### config.mk
export PLATFORM = sky130hd
export DESIGN_NAME = clock_ce_gen
export DESIGN_NICKNAME = d
export VERILOG_FILES = /design/src/rtl/clock_pkg.sv /design/src/rtl/clock_ce_channel.sv /design/src/rtl/clock_ce_gen.sv
export SDC_FILE = /design/constraint.sdc
export NUM_CORES = 2
export LEC_CHECK = 0
export BUFFER_PORTS_ARGS = -buffer_cell sky130_fd_sc_hd__buf_2
export CORE_ASPECT_RATIO = 0.5
export CORE_MARGIN = 8
export CORE_UTILIZATION = 59
export DETAILED_ROUTE_END_ITERATION = 10
export HOLD_SLACK_MARGIN = 0.1
export PLACE_DENSITY = 0.75
export SETUP_SLACK_MARGIN = 0.1
export SLEW_MARGIN = 25
export SYNTH_ARGS = -nofsm -noshare
export SYNTH_HDL_FRONTEND = slang
export SYNTH_HIERARCHICAL = 1
export SYNTH_SLANG_ARGS = --single-unit
### constraint.sdc
create_clock -name clk21m -period 22.1 [get_ports clk21m]
set_clock_uncertainty 0.2 [all_clocks]
set_input_delay 1.105 -clock clk21m [delete_from_list [all_inputs] [get_ports clk21m]]
set_output_delay 1.105 -clock clk21m [all_outputs]
set_load 0.02 [all_outputs]
### src/rtl/clock_pkg.sv
// Shared constants and the config request type for the clock-enable generator.
package clock_pkg;
    localparam int ACC_W_DEF = 24;
    localparam int CFG_CH_W  = 8;

    localparam logic [4*ACC_W_DEF-1:0] INC_INIT_DEF = {24'd1, 24'd1, 24'd1, 24'd1};
    // ch3..ch0: 10 Hz, 3.58 MHz, 5.37 MHz, 10.74 MHz off 21.477 MHz
    localparam logic [4*ACC_W_DEF-1:0] MOD_INIT_DEF = {24'd2147728, 24'd6, 24'd4, 24'd2};

    typedef struct packed {
        logic [CFG_CH_W-1:0]  ch;
        logic [ACC_W_DEF-1:0] inc;
        logic [ACC_W_DEF-1:0] mod;
    } cfg_t;
endpackage

### src/rtl/clock_ce_channel.sv
// One fractional divider: accumulator, wrap / half-period detect, config apply port.
module clock_ce_channel
    import clock_pkg::*;
#(
    parameter int               ACC_W   = ACC_W_DEF,
    parameter logic [ACC_W-1:0] INC_RST = 1,
    parameter logic [ACC_W-1:0] MOD_RST = 2
) (
    input  logic             clk,
    input  logic             rst,
    input  logic             en,
    input  logic             sync,
    input  logic             apply,
    input  logic [ACC_W-1:0] new_inc,
    input  logic [ACC_W-1:0] new_mod,
    output logic             wrap,
    output logic             ce_p,
    output logic             ce_n
);
    logic [ACC_W-1:0] acc_q, acc_d, inc_q, inc_d, mod_q, mod_d;
    logic             ce_p_q, ce_p_d, ce_n_q, ce_n_d;
    logic [ACC_W:0]   sum;
    logic [ACC_W-1:0] half, resid;

    always_comb begin
        sum    = {1'b0, acc_q} + {1'b0, inc_q};
        half   = mod_q >> 1;
        resid  = sum[ACC_W-1:0] - mod_q;
        wrap   = en && !sync && (sum >= {1'b0, mod_q});
        acc_d  = acc_q;
        inc_d  = inc_q;
        mod_d  = mod_q;
        ce_p_d = 1'b0;
        ce_n_d = 1'b0;
        if (sync) begin
            acc_d = '0;
        end else if (en) begin
            if (wrap) begin
                acc_d  = resid;
                ce_p_d = 1'b1;
            end else begin
                acc_d  = sum[ACC_W-1:0];
                // half strobe only meaningful when a step cannot jump the midpoint and the end
                ce_n_d = (inc_q <= half) && (acc_q < half) && ({1'b0, half} <= sum);
            end
        end
        if (apply) begin
            inc_d = new_inc;
            mod_d = new_mod;
            if (acc_d >= new_mod) acc_d = '0;
        end
    end

    always_ff @(posedge clk or posedge rst) begin
        if (rst) begin
            acc_q  <= '0;
            inc_q  <= INC_RST;
            mod_q  <= MOD_RST;
            ce_p_q <= 1'b0;
            ce_n_q <= 1'b0;
        end else begin
            acc_q  <= acc_d;
            inc_q  <= inc_d;
            mod_q  <= mod_d;
            ce_p_q <= ce_p_d;
            ce_n_q <= ce_n_d;
        end
    end

    assign ce_p = ce_p_q;
    assign ce_n = ce_n_q;
endmodule

### src/rtl/clock_ce_gen.sv
// NUM_CH fractional clock-enable dividers with a single-entry run-time config slot.
module clock_ce_gen
    import clock_pkg::*;
#(
    parameter int                      NUM_CH   = 4,
    parameter int                      ACC_W    = ACC_W_DEF,
    parameter int                      CH_W     = (NUM_CH > 1) ? $clog2(NUM_CH) : 1,
    parameter logic [NUM_CH*ACC_W-1:0] INC_INIT = INC_INIT_DEF,
    parameter logic [NUM_CH*ACC_W-1:0] MOD_INIT = MOD_INIT_DEF
) (
    input  logic              clk21m,
    input  logic              reset,
    input  logic [NUM_CH-1:0] ch_en,
    input  logic              sync,
    input  logic              cfg_valid,
    output logic              cfg_ready,
    input  logic [CH_W-1:0]   cfg_ch,
    input  logic [ACC_W-1:0]  cfg_inc,
    input  logic [ACC_W-1:0]  cfg_mod,
    output logic              cfg_err,
    output logic [NUM_CH-1:0] ce_p,
    output logic [NUM_CH-1:0] ce_n
);
    cfg_t              pend_q, pend_d;
    logic              pend_vld_q, pend_vld_d;
    logic              cfg_err_q, cfg_err_d;
    logic              req_ok;
    logic [NUM_CH-1:0] wrap, apply;

    assign cfg_ready = !pend_vld_q;
    assign cfg_err   = cfg_err_q;

    always_comb begin
        req_ok = (cfg_inc != '0) && (cfg_inc < cfg_mod) && (int'(cfg_ch) < NUM_CH);
        apply  = '0;
        // a pending update lands only at a period boundary, or at once if the channel is idle
        for (int i = 0; i < NUM_CH; i++) begin
            apply[i] = pend_vld_q && (pend_q.ch == CFG_CH_W'(i)) && (sync || !ch_en[i] || wrap[i]);
        end
        pend_vld_d = pend_vld_q && !(|apply);
        pend_d     = pend_q;
        cfg_err_d  = 1'b0;
        if (cfg_valid && cfg_ready) begin
            if (req_ok) begin
                pend_vld_d = 1'b1;
                pend_d.ch  = CFG_CH_W'(cfg_ch);
                pend_d.inc = cfg_inc;
                pend_d.mod = cfg_mod;
            end else begin
                cfg_err_d = 1'b1;
            end
        end
    end

    always_ff @(posedge clk21m or posedge reset) begin
        if (reset) begin
            pend_q     <= '0;
            pend_vld_q <= 1'b0;
            cfg_err_q  <= 1'b0;
        end else begin
            pend_q     <= pend_d;
            pend_vld_q <= pend_vld_d;
            cfg_err_q  <= cfg_err_d;
        end
    end

    for (genvar i = 0; i < NUM_CH; i++) begin : g_ch
        clock_ce_channel #(
            .ACC_W  (ACC_W),
            .INC_RST(INC_INIT[i*ACC_W +: ACC_W]),
            .MOD_RST(MOD_INIT[i*ACC_W +: ACC_W])
        ) u_ch (
            .clk    (clk21m),
            .rst    (reset),
            .en     (ch_en[i]),
            .sync   (sync),
            .apply  (apply[i]),
            .new_inc(pend_q.inc),
            .new_mod(pend_q.mod),
            .wrap   (wrap[i]),
            .ce_p   (ce_p[i]),
            .ce_n   (ce_n[i])
        );
    end
endmodule

==> results.ini <==
[run_status]
status = complete, no violations

[cts]
clkLatencyLatePin_ns = 0.59
clkSinkCount = 348
clkTransAtPathRegs_ns = 0.07
htreeDepth = 2
clockRootBuffer = clkbuf_16
clockBufferDepth = 3
cts_hold_buf = 0
cts_tree = built
post_cts_buffers = 0
cts_resized = 0
cts_buffers = 37

[yosys]
synth_warnings = 6
yosysTopAreaCellShare_pct = 24.1
synth.distinct_cells = 103
synth_area_um2 = 34600
yosysTopAreaCell = dfrtp_1
synth_area_leaders = dfrtp_1 (24%), ha_1 (21%), a21oi_1 (4.2%)
synth_ff_type = dfrtp_1
syn_nets = 4590
synthTopCellsByCount = ha_1 (583), inv_1 (364), dfrtp_1 (333)
yosysSeqAreaShare_pct = 25.2
synth_area_per_cell_um2 = 8.78
async_flop_share_pct = 100
yosysMostFrequentCell = ha_1
synth-edff-count = 0
synthCells = 3941
yosys_register_bits = 348

[hold_path]
hold_class = register to register

[global_routing]
grt_use_met2_pct = 48.4
grt_max_degree = 77
use_met3_pct = 9.52
gr-total-overflow = 0
grt_antenna_before_repair = 3
top_usage_layer = met1
grt_usage_pct = 34.3
grt_pass1_vias = 30000
grt_use_met1_pct = 48.8
grt_pass1_wl_um = 180000

[critical_path]
critical_path_class = register to register
cpPeakStageDelay_ns = 0.59
crit_path_end_kind = register
arrival_ns = 9.34
cp.required_ns = 22.36
slowest_stage = or2_1
cp_common_cell = ha_1
start_kind = register
path_max_fanout = 16

[timing]
fmax_mhz = 110
min_period_ns = 9.08
tightest_slew_ns = 1.04
maxSlewHeadroom_pct = 29.1
rsz0062_at_grt = no
finalSetupViolCount = 0
fin_tns_setup_ns = 0
finalMaxSlewViolations = 0
period_share_pct = 41.1
hold_violations = 0

[job]
drv_cap = 0

[routing]
finalWirelength_um = 118000
vias = 31600
final_antenna_net_count = 0
drtIter0Drc = 3683
wl_per_cell_um = 24.8
drt-pass1-iter-count = 6
drc = 0
via_per_inst = 6.63

[die]
start_util_pct = 60.0
fp.dieH_um = 187
core.rowCount = 62
die_x_um = 358
num_io_pins = 68
die-area_um2 = 67100
coreArea_um2 = 57600

[cells_and_area]
area_growth_pct = 7.15
multi_input_area_um2 = 23900
regArea_um2 = 8730
drive_gt1_share_pct = 10.7
n_fill_cell = 4815
nNetsFinal = 4622

[placed_design]
portBuffers = 67
dp_hpwl_um = 92000
place.gp.congestion = 1.03

==> kinds of logic (layout without fill, tap and decap cells) <==
group	count (synthesis)	count (layout)	synth area share (%)
fa+ha+maj	591	591	21.6
simple gates	1067	1067	15.7
flops	348	348	25.2
other cells	0	4	0
compound gates	1112	1112	21.3
buf+inv	480	541	5.69
xor+xnor	137	137	3.47
mux	206	206	7.04
==> state kept, by name, summed over array words and instances, names as in the netlist <==
name,cells
g_ch.u_ch/inc_q,96
cfg_err,1
pend_vld_q,1
g_ch.u_ch/mod_q,96
g_ch.u_ch/acc_q,96
g_ch.u_ch/ce_n,4
pend_q,50
g_ch.u_ch/ce_p,4
==> path summary, 6_finish.rpt <==
kind	startpoint	end	slack, ns	depth (start not counted)
worst max-delay path	g_ch[1].u_ch/inc_q[0]	g_ch[1].u_ch/acc_q[4]	13.02	28
worst min-delay path	g_ch[2].u_ch/inc_q[0]	g_ch[2].u_ch/inc_q[0]	0.32	2
worst max register to register	g_ch[1].u_ch/inc_q[0]	g_ch[1].u_ch/acc_q[4]	13.02	28
worst min register to register	g_ch[2].u_ch/inc_q[0]	g_ch[2].u_ch/inc_q[0]	0.32	2
max in group asynchronous	reset	g_ch[2].u_ch/inc_q[17]	20.53	3
min in group asynchronous	reset	pend_q[24]	0.52	2
==> per-layer routing <==
metal	vias up	wire (um)
li1	14500	-
met1	15200	50500
met2	1607	47900
met3	305	14700
met4	0	5340
met5	-	0
==> layout make-up <==
type	count	area share [%]
inverters	364	3.70
well taps	768	2.59
clock inverters	20	0.972
multi-input cells	3113	64.6
flip-flops and latches	348	23.5
diodes	4	0.0270
repair buffers	109	1.80
clock buffers	48	2.77
==> per-stage QoR <==
step | cells | hold slack (ns) | setup WS, ns | util [%] | instance area, um^2
after floorplan | 3941 | 0.277 | 14.94 | - | 34600
after global placement | 4702 | 0.296 | 13.71 | 61.9 | 35600
after detailed placement | 4702 | 0.305 | 13.25 | 61.9 | 35700
after CTS | 4770 | 0.315 | 13.23 | 64.3 | 37000
after global routing | 4770 | 0.347 | 12.39 | 64.3 | 37100
final | 4774 | 0.317 | 13.02 | 64.3 | 37100
==> placed cells by master, fill, tap and decap left out, types with 36 or more instances in the layout <==
cell       netlist  final
ha_1           583    583
inv_1          364    359
dfrtp_1        333    333
a21oi_1        287    287
nand2_1        260    260
nor2_1         257    257
o21ai_0        236    236
a21o_1         140    140
a211oi_1       113    112
nor3_1         105    104
mux2_2          95     95
xnor2_1         89     89
nor2b_1         81     81
nand4_1         72     72
nand3_1         66     66
buf_2            8     66
mux2i_1         60     60
o21a_1          53     53
mux2_4          51     51
xor2_1          48     48
nand2b_1        41     41
buf_4            3     39
clkbuf_16        0     38
and3_1          36     36
==> critical path: cells and delay by family (launching register included) <==
| kind | cells | cell delay [ns] |
|---|---|---|
| AOI/OAI and AO/OA | 13 | 3.71 |
| and+or+nand+nor | 7 | 2.23 |
| adders and majority gates | 4 | 1.21 |
| DFF | 1 | 0.53 |
| buffers and inverters | 2 | 0.43 |
| muxes | 1 | 0.35 |
| xor gates and xnor gates | 1 | 0.28 |
Power is left out: the tool's default activity adds up to more than one toggle a clock period on the data nets, which glitch-free logic cannot reach.
